`src/rtl/sub_ctrl_pkg.sv`:
```
`default_nettype none
// ============================================================================
// Module      : sub_ctrl_pkg
// Description : Shared state encodings and sizing helper for the multi-word
//               subtract sequencer.
// Revision    : 1.0 - initial release
// ============================================================================
package sub_ctrl_pkg;

   typedef enum logic [1:0] {
      IDLE = 2'd0,
      RUN  = 2'd1,
      DONE = 2'd2
   } state_t;

   // Bits needed to index n items, never less than one so WORDS=1 still
   // yields a usable counter.
   function automatic int clog2_min1(input int n);
      int r;
      r = 0;
      for (int i = 0; i < 31; i++) begin
         if ((1 << i) < n) begin
            r = i + 1;
         end
      end
      return (r < 1) ? 1 : r;
   endfunction

endpackage : sub_ctrl_pkg
`default_nettype wire

```
`src/rtl/ripple_borrow_sub.sv`:
```
`default_nettype none
// ============================================================================
// Module      : ripple_borrow_sub
// Description : N-bit combinational ripple-borrow subtractor, a - b - bin.
// Revision    : 1.0 - initial release
// ============================================================================
module ripple_borrow_sub #(
   parameter int N = 4
) (
   input  logic [N-1:0] a,
   input  logic [N-1:0] b,
   input  logic         bin,
   output logic [N-1:0] diff,
   output logic         bout
);

   logic [N:0] w_borrow;

   assign w_borrow[0] = bin;

   for (genvar g = 0; g < N; g++) begin : g_bit
      assign diff[g]       = a[g] ^ b[g] ^ w_borrow[g];
      // Borrow out when the minuend bit cannot cover subtrahend plus borrow.
      assign w_borrow[g+1] = (~a[g] & b[g]) | (~(a[g] ^ b[g]) & w_borrow[g]);
   end

   assign bout = w_borrow[N];

endmodule : ripple_borrow_sub
`default_nettype wire

```
`src/rtl/multiword_sub_ctrl.sv`:
```
`default_nettype none
// ============================================================================
// Module      : multiword_sub_ctrl
// Description : Subtracts two W*WORDS-bit operands one W-bit slice per cycle,
//               LSB slice first, with valid/ready on both sides.
//               Optional macro SUB_FLAGS_EN adds zero/ovf result flags.
// Revision    : 1.0 - initial release
// ============================================================================
module multiword_sub_ctrl
   import sub_ctrl_pkg::*;
#(
   parameter int W     = 4,
   parameter int WORDS = 8
) (
   input  logic                 clk,
   input  logic                 rst,
   input  logic                 in_valid,
   output logic                 in_ready,
   input  logic [W*WORDS-1:0]   A,
   input  logic [W*WORDS-1:0]   B,
   input  logic                 Bin,
   output logic                 out_valid,
   input  logic                 out_ready,
   output logic [W*WORDS-1:0]   Diff,
   output logic                 Bout,
   output logic                 busy
`ifdef SUB_FLAGS_EN
  ,output logic                 zero,
   output logic                 ovf
`endif
);

   localparam int             c_tw   = W * WORDS;
   localparam int             c_cw   = clog2_min1(WORDS);
   localparam logic [c_cw-1:0] c_last = c_cw'(WORDS - 1);

   state_t          r_state;
   state_t          w_state_next;

   logic [c_tw-1:0] r_a;
   logic [c_tw-1:0] r_b;
   logic [c_tw-1:0] r_diff;
   logic [c_tw-1:0] w_diff_next;
   logic [c_cw-1:0] r_cnt;
   logic            r_borrow;
   logic            r_bout;

   logic [W-1:0]    w_a_words [WORDS];
   logic [W-1:0]    w_b_words [WORDS];
   logic [W-1:0]    w_slice_diff;
   logic            w_slice_bout;
   logic            w_accept;
   logic            w_last;

   // Slice views of the held operands and the Diff image after this cycle's
   // write; the counter selects the slice, nothing is ever shifted.
   for (genvar g = 0; g < WORDS; g++) begin : g_word
      assign w_a_words[g] = r_a[g*W +: W];
      assign w_b_words[g] = r_b[g*W +: W];
      assign w_diff_next[g*W +: W] = (r_cnt == c_cw'(g)) ? w_slice_diff
                                                          : r_diff[g*W +: W];
   end

   ripple_borrow_sub #(
      .N    (W)
   ) u_slice (
      .a    (w_a_words[r_cnt]),
      .b    (w_b_words[r_cnt]),
      .bin  (r_borrow),
      .diff (w_slice_diff),
      .bout (w_slice_bout)
   );

   assign w_accept  = (r_state == IDLE) && in_valid;
   assign w_last    = (r_cnt == c_last);

   assign in_ready  = (r_state == IDLE);
   assign out_valid = (r_state == DONE);
   assign busy      = (r_state != IDLE);
   assign Diff      = r_diff;
   assign Bout      = r_bout;

   always_ff @(posedge clk) begin
      if (rst) begin
         r_state <= IDLE;
      end else begin
         r_state <= w_state_next;
      end
   end

   always_comb begin
      w_state_next = r_state;
      case (r_state)
         IDLE:    if (in_valid)  w_state_next = RUN;
         RUN:     if (w_last)    w_state_next = DONE;
         DONE:    if (out_ready) w_state_next = IDLE;
         default:                w_state_next = IDLE;
      endcase
   end

   always_ff @(posedge clk) begin
      if (rst) begin
         r_a      <= '0;
         r_b      <= '0;
         r_diff   <= '0;
         r_cnt    <= '0;
         r_borrow <= 1'b0;
         r_bout   <= 1'b0;
      end else if (w_accept) begin
         r_a      <= A;
         r_b      <= B;
         r_borrow <= Bin;
         r_diff   <= '0;
         r_cnt    <= '0;
      end else if (r_state == RUN) begin
         r_diff   <= w_diff_next;
         r_borrow <= w_slice_bout;
         if (w_last) begin
            r_bout <= w_slice_bout;
         end else begin
            r_cnt  <= r_cnt + 1'b1;
         end
      end
   end

`ifdef SUB_FLAGS_EN
   logic r_zero;
   logic r_ovf;

   // Flags are taken from the completed Diff image as DONE is entered.
   always_ff @(posedge clk) begin
      if (rst) begin
         r_zero <= 1'b0;
         r_ovf  <= 1'b0;
      end else if ((r_state == RUN) && w_last) begin
         r_zero <= (w_diff_next == '0);
         r_ovf  <= (r_a[c_tw-1] != r_b[c_tw-1]) &&
                   (w_diff_next[c_tw-1] != r_a[c_tw-1]);
      end
   end

   assign zero = r_zero;
   assign ovf  = r_ovf;
`endif

endmodule : multiword_sub_ctrl
`default_nettype wire
```
`config.mk`:
```
export PLATFORM = sky130hd
export DESIGN_NAME = multiword_sub_ctrl
export DESIGN_NICKNAME = d
export VERILOG_FILES = /design/src/rtl/sub_ctrl_pkg.sv /design/src/rtl/ripple_borrow_sub.sv /design/src/rtl/multiword_sub_ctrl.sv
export SDC_FILE = /design/constraint.sdc
export NUM_CORES = 1
export LEC_CHECK = 0
export ABC_AREA = 0
export BUFFER_PORTS_ARGS = -buffer_cell sky130_fd_sc_hd__buf_2
export CELL_PAD_IN_SITES_DETAIL_PLACEMENT = 1
export CELL_PAD_IN_SITES_GLOBAL_PLACEMENT = 1
export CORE_MARGIN = 8
export CORE_UTILIZATION = 43
export DETAILED_ROUTE_END_ITERATION = 8
export HOLD_SLACK_MARGIN = 0.15
export MAX_ROUTING_LAYER = met4
export PLACE_DENSITY_LB_ADDON = 0.2
export REMOVE_ABC_BUFFERS = 1
export SYNTH_ARGS = -nofsm -noshare
export SYNTH_HDL_FRONTEND = slang
export SYNTH_SLANG_ARGS = --single-unit
export TNS_END_PERCENT = 30
```
`constraint.sdc`:
```
create_clock -name clk -period 6.1 [get_ports clk]
set_input_delay 0.61 -clock clk [delete_from_list [all_inputs] [get_ports clk]]
set_output_delay 0.61 -clock clk [all_outputs]
set_load 0.02 [all_outputs]
```
* Yosys cells after proc, flatten, opt, wreduce, memory -nomap -nowiden
Cells that the tools add are included.
** Storage, ports and cells
- Bits in registers :: 103
- Input bits :: 69
- Output and inout port bits :: 36
- Logic and storage cells :: 88
** Operators by class
- $add $sub $neg :: 1
- Magnitude comparators :: 1
- Eq/ne operators :: 12
- Mux-type cells :: 12
- Bitwise gates (word level) :: 31
- Reduce and logical (&&, ||, !) cells :: 17
** Operator list (count)
- 4-bit binary-select mux with 3-bit select :: 2
- 2-bit AND reduction :: 9
- 4-bit two-way mux :: 4
- 3-bit == test, second input constant :: 4
- 1-bit inverter :: 10
- 1-bit AND :: 8
- 1-bit XOR :: 8
- 3-bit by 2-bit == test with 1-bit output, second input constant :: 2
- 2-bit two-way mux :: 3
- 2-bit one-hot mux with 3 select lines :: 1
- 3-bit AND reduction :: 2
- 4-bit greater-or-equal comparator, second input constant :: 1
- 2-bit != test, second input constant :: 2
- 3-bit inverter with 4-bit output :: 1
- 1-bit OR :: 4
- 2-bit nonzero test :: 2
- 3-bit by 1-bit adder with 3-bit output, second input constant :: 1
- 3-bit by 1-bit == test with 1-bit output, second input constant :: 1
- 3-bit zero test :: 1
- 2-bit by 1-bit == test with 1-bit output, second input constant :: 1
- 2-bit == test, second input constant :: 1
- 2-bit zero test :: 1
- 1-bit two-way mux :: 2
- 2-bit by 1-bit != test with 1-bit output, second input constant :: 1
- 2 further kinds :: 2

* Longest topological paths before layout
- Depth after elaboration :: 16
- Gate-level depth with buffers :: 13
- Gate-level depth less buffers :: 11

* Hierarchy
Synthesis repeated with hierarchy kept, for this count alone.
** Unflattened totals
- Cells, all modules :: 497
- Area, all modules :: 4495.6 µm²
** Modules (own cells, without submodules)
- multiword_sub_ctrl :: times used 1, cells an instance 483, area each 4377.9 µm², seq. area each 2062.0 µm²
- ripple_borrow_sub :: times used 1, cells an instance 14, area each 117.6 µm², seq. area each 0.0 µm²

* Worst setup path before layout
No wires, ideal clock.
- Kind :: reg-to-reg
- Start :: register r_cnt[0]
- End :: register r_diff[11], in the netlist Diff[11]
- Setup time :: 0.114 ns
- Arrival :: 3.038 ns
- Data required time :: 5.986 ns
- Path slack :: 2.948 ns
- Stages on the path, launching flop included :: 14
- Path buffers :: 3
- Clock period less this slack :: 3.152 ns
- Cell sequence :: dfxtp_1 > buf_6 > buf_12 > mux4_2 > mux2i_1 > fa_1 > inv_1 > fa_1 > fa_1 > inv_1 > fa_1 > clkbuf_1 > mux2i_1 > nor2_1
** On the way
- Longest elaborated chain between the ends :: 13
- Elaborated cells between the ends (all ways) :: 29
- Classes of those cells :: eq/ne (1); mux (6); bitwise (21); reduce/logical (1)
** Ends and longest elaborated chain
- start, declared :: RTL line multiword_sub_ctrl.sv:44 : logic [c_cw-1:0] r_cnt;
- start signal, assigned :: RTL line multiword_sub_ctrl.sv:121 : r_cnt <= r_cnt + 1'b1;
- 3-bit inverter with 4-bit output (implied by the code) * :: RTL line multiword_sub_ctrl.sv:67, multiword_sub_ctrl.sv:68
- 4-bit binary-select mux with 3-bit select (on tied branches) :: RTL line multiword_sub_ctrl.sv:67, multiword_sub_ctrl.sv:68
- 4-bit two-way mux (on tied branches) (2 in a row) :: RTL line multiword_sub_ctrl.sv:67, multiword_sub_ctrl.sv:68
- 1-bit XOR :: RTL line ripple_borrow_sub.sv:24 : assign w_borrow[g+1] = (~a[g] & b[g]) | (~(a[g] ^ b[g]) & w_borrow[g]);
- 1-bit inverter :: RTL line ripple_borrow_sub.sv:24
- 1-bit AND :: RTL line ripple_borrow_sub.sv:24
- 1-bit OR :: RTL line ripple_borrow_sub.sv:24
- 1-bit AND :: RTL line ripple_borrow_sub.sv:24
- 1-bit OR :: RTL line ripple_borrow_sub.sv:24
- 1-bit AND :: RTL line ripple_borrow_sub.sv:24
- 1-bit OR :: RTL line ripple_borrow_sub.sv:24
- 1-bit XOR * :: RTL line ripple_borrow_sub.sv:22 : assign diff[g] = a[g] ^ b[g] ^ w_borrow[g];
- via u_slice.diff[3] :: RTL line ripple_borrow_sub.sv:13 : output logic [N-1:0] diff,
- end signal, assigned :: RTL line multiword_sub_ctrl.sv:116 : r_diff <= w_diff_next;
- end, declared :: RTL line multiword_sub_ctrl.sv:42 : logic [c_tw-1:0] r_diff;
The timed path passes the listed nets; every way through them passes the cells marked *. The select of a mux whose other input is x is not followed.
A chain may end at the register's enable or synchronous reset.

* Final worst setup path
- Start :: register r_cnt[0]
- End :: register r_diff[3], in the netlist Diff[3]
The elaborated chain is that of the path after synthesis.

==> flow_summary.yaml <==
routing:
  antenna_left: 0
  wl_per_cell_um: 16.1
  route.detailed.drc: 0
  drt_iter0_markers: 183
  via_count: 3549
  routed_wl_mm: 11.2
  drt_pass1_iterations: 4
  viasPerCell: 5.07
floorplan:
  initial_core_util_pct: 43.6
  die_x_um: 118
  dieArea_um2: 13800
  row_count: 37
  die_y_um: 118
  boundaryPins: 105
  core_um2: 10200
timing:
  fmaxAchievable_mhz: 273
  tightest_slew_ns: 1.14
  fin_crit_ns: 3.66
  drv_slew: 0
  relSlewSlack_pct: 22.7
  setup_viol: 0
  setup_tns_ns: 0
  finClkSkew_ns: 0.0115
  rsz0062_at_grt: "false"
  fin_crit_sh_pct: 60.0
  hold_viol: 0
placed_design:
  gp_congestion: 0.737
  dpl.hpwl_mm: 8.10
  placed_area_um2: 4890
  portBuffers: 104
power_and_ir_drop:
  worst_ir_drop_vdd_uv: 171
  leakagePower_nw: 2.12
  cellPowerDensity_nw_per_um2: 261
setup_path:
  cp-end-kind: "flop"
  worstPathCellList: "buf_4 -> mux4_2 -> mux2i_1 -> fa_1 -> inv_1 -> fa_1 -> fa_1 -> inv_1 -> fa_1 -> mux2i_1 -> nor2_1"
  rr_worst_depth: 11
  reg2reg_slack_ns: 2.44
  r2r_start: "r_cnt[0]"
  slowest_delay_ns: 0.57
  crit_path_start: "r_cnt[0]"
  cp-endpoint: "Diff[3]"
  setup.worst_path.start_class: "flop"
  cp_max_fo: 14
  cp.arrival_ns: 3.90
  worst_path_most_repeated_cell: "fa_1"
  worstPathRequired_ns: 6.34
  cp_slowest_cell: "dfxtp_1"
  r2r_end: "Diff[3]"
  critical_path_class: "reg -> reg"
yosys:
  synth_ff_type: "dfxtp_1"
  syn_inst: 484
  synth_edf_count: 0
  ys_seq_area_share_pct: 46.4
  ys_types: 31
  synth.avg_cell_area_um2: 9.18
  yosys_warnings: 0
  syn-cell-area_um2: 4440
  postSynth.asyncResetShare_pct: 0
  synth-seq-cells: 103
global_route:
  grt_first_pass_wirelength_mm: 18.8
  grt_max_degree: 70
  grt_overflow: 0
  grt_pass1_vias: 3769
  track_usage_pct: 16.8
  antenna_found_initial: 0
cts:
  cts_root_buf: "clkbuf_8"
  clkLatencyLatePin_ns: 0.36
  cts_hold_buf: 0
  htree_levels: 3
  clock_path_buffers: 2
  clk_pin_slew_ns: 0.09
  cts_buffers: 9
  post_cts.repair.setup_buffers: 0
  cts_resized: 0
  cts_sinks: 103
  cts_tree: "yes"
final_layout:
  n_fill_cell: 1247
  seq_area_um2: 2060
  post_route_cells_drive_above_1_share_pct: 24.5
  multiInputGateArea_um2: 2070
  design_area_um2: 5080
  antenna_cells: 0
  synthToLayoutAreaGrowth_pct: 14.4
  fin_nets: 638
worst_hold_path:
  min_path_cells: 2
  hp-class: "reg -> reg"
outcome:
  status: "completed"
flow_run:
  cap_violations: 0
## power by group
part | total (mW) | switching (mW) | leakage [nW] | internal [mW]
Combinational | 0.188 | 0.112 | 1.19 | 0.0763
Sequential | 0.721 | 0.0202 | 0.841 | 0.701
Clock | 0.419 | 0.229 | 0.0895 | 0.190
## synthesized netlist by cell type (8+ instances only)
master	count	area, µm²
nand2_1	140	526
clkbuf_1	10	37.5
dfxtp_1	103	2060
a211oi_1	19	143
mux4_1	8	210
mux2i_1	21	210
buf_2	18	90.1
nor2_1	37	139
mux4_2	8	180
a21oi_1	67	335
## layout by cell type (no fill, tap or decap), types with 2 or more instances in the layout
master,count
and4bb_2,2
inv_1,7
mux4_1,8
buf_4,5
a21oi_1,67
clkbuf_1,2
and4b_1,3
and3b_1,2
nor2_1,37
fa_1,4
clkinvlp_4,2
clkbuf_8,9
a211oi_1,19
ha_1,6
dfxtp_1,103
nand2_1,140
mux4_2,8
buf_2,104
mux2i_1,21
## per-layer routing
metal,global-route usage [%],part of all wire (%)
met5,-,0
met4,4.72,1.4
met3,4.36,4.0
met2,27.4,49
met1,20.1,46
## worst max-delay path: cells and delay by family (launching register included)
kind,cells,cell delay [ns]
adder cells (fa/ha/maj),4,1.49
buffers and inverters,3,0.49
flip-flops,1,0.57
multiplexers,3,0.94
AND/OR/NAND/NOR,1,0.05
## cell type report
cell class	instances	share of cell area [%]
well taps	136	3.35
repair buffers	109	11.0
clock inverters	5	1.16
multi-input cells	328	40.8
clock buffers	11	2.59
flip-flops and latches	103	40.6
inverters	8	0.591
## stage by stage
step	setup WS (ns)	total power [mW]	instances	utilization [%]	hold WS, ns
4_1_cts	2.44	1.34	700	49.9	0.457
5_1_grt	2.22	1.40	700	49.9	0.453
2_1_floorplan	2.64	0.845	439	-	0.425
3_3_place_gp	2.58	0.919	684	48.0	0.442
6_report	2.44	1.33	700	49.9	0.456
3_5_place_dp	2.46	0.928	684	48.0	0.447
## flip-flops by register name (all words and copies together) (netlist names)
signal and cells:
Bout 1, Diff 32, r_a 32, r_b 32, r_borrow 1, r_cnt 3, r_state 2
## how the worst min path moves through the flow
| stage | from | end | slack (ns) |
|---|---|---|---|
| 3_3_place_gp | r_a[7] | r_a[7] | 0.44 |
| 4_1_cts | B[17] | r_b[17] | 0.46 |
| 5_1_grt | B[22] | r_b[22] | 0.45 |
| 2_1_floorplan | r_a[20] | r_a[20] | 0.43 |
| 6_report | r_a[23] | r_a[23] | 0.46 |
| 3_5_place_dp | r_a[7] | r_a[7] | 0.45 |
## logic make-up (layout without fill, tap and decap cells)
logic type               Yosys count  count (layout)  synth area share, %
multiplexers                      37              37                 13.5
adder cells (fa/ha/maj)           10              10                 3.49
AO/OA/AOI/OAI                     88              88                 11.1
flip-flops                       103             103                 46.4
AND/OR/NAND/NOR                  192             192                 18.2
buffers and inverters             53             133                 7.13
XOR/XNOR                           1               1                0.197
Power figures use the tool's default switching activity.
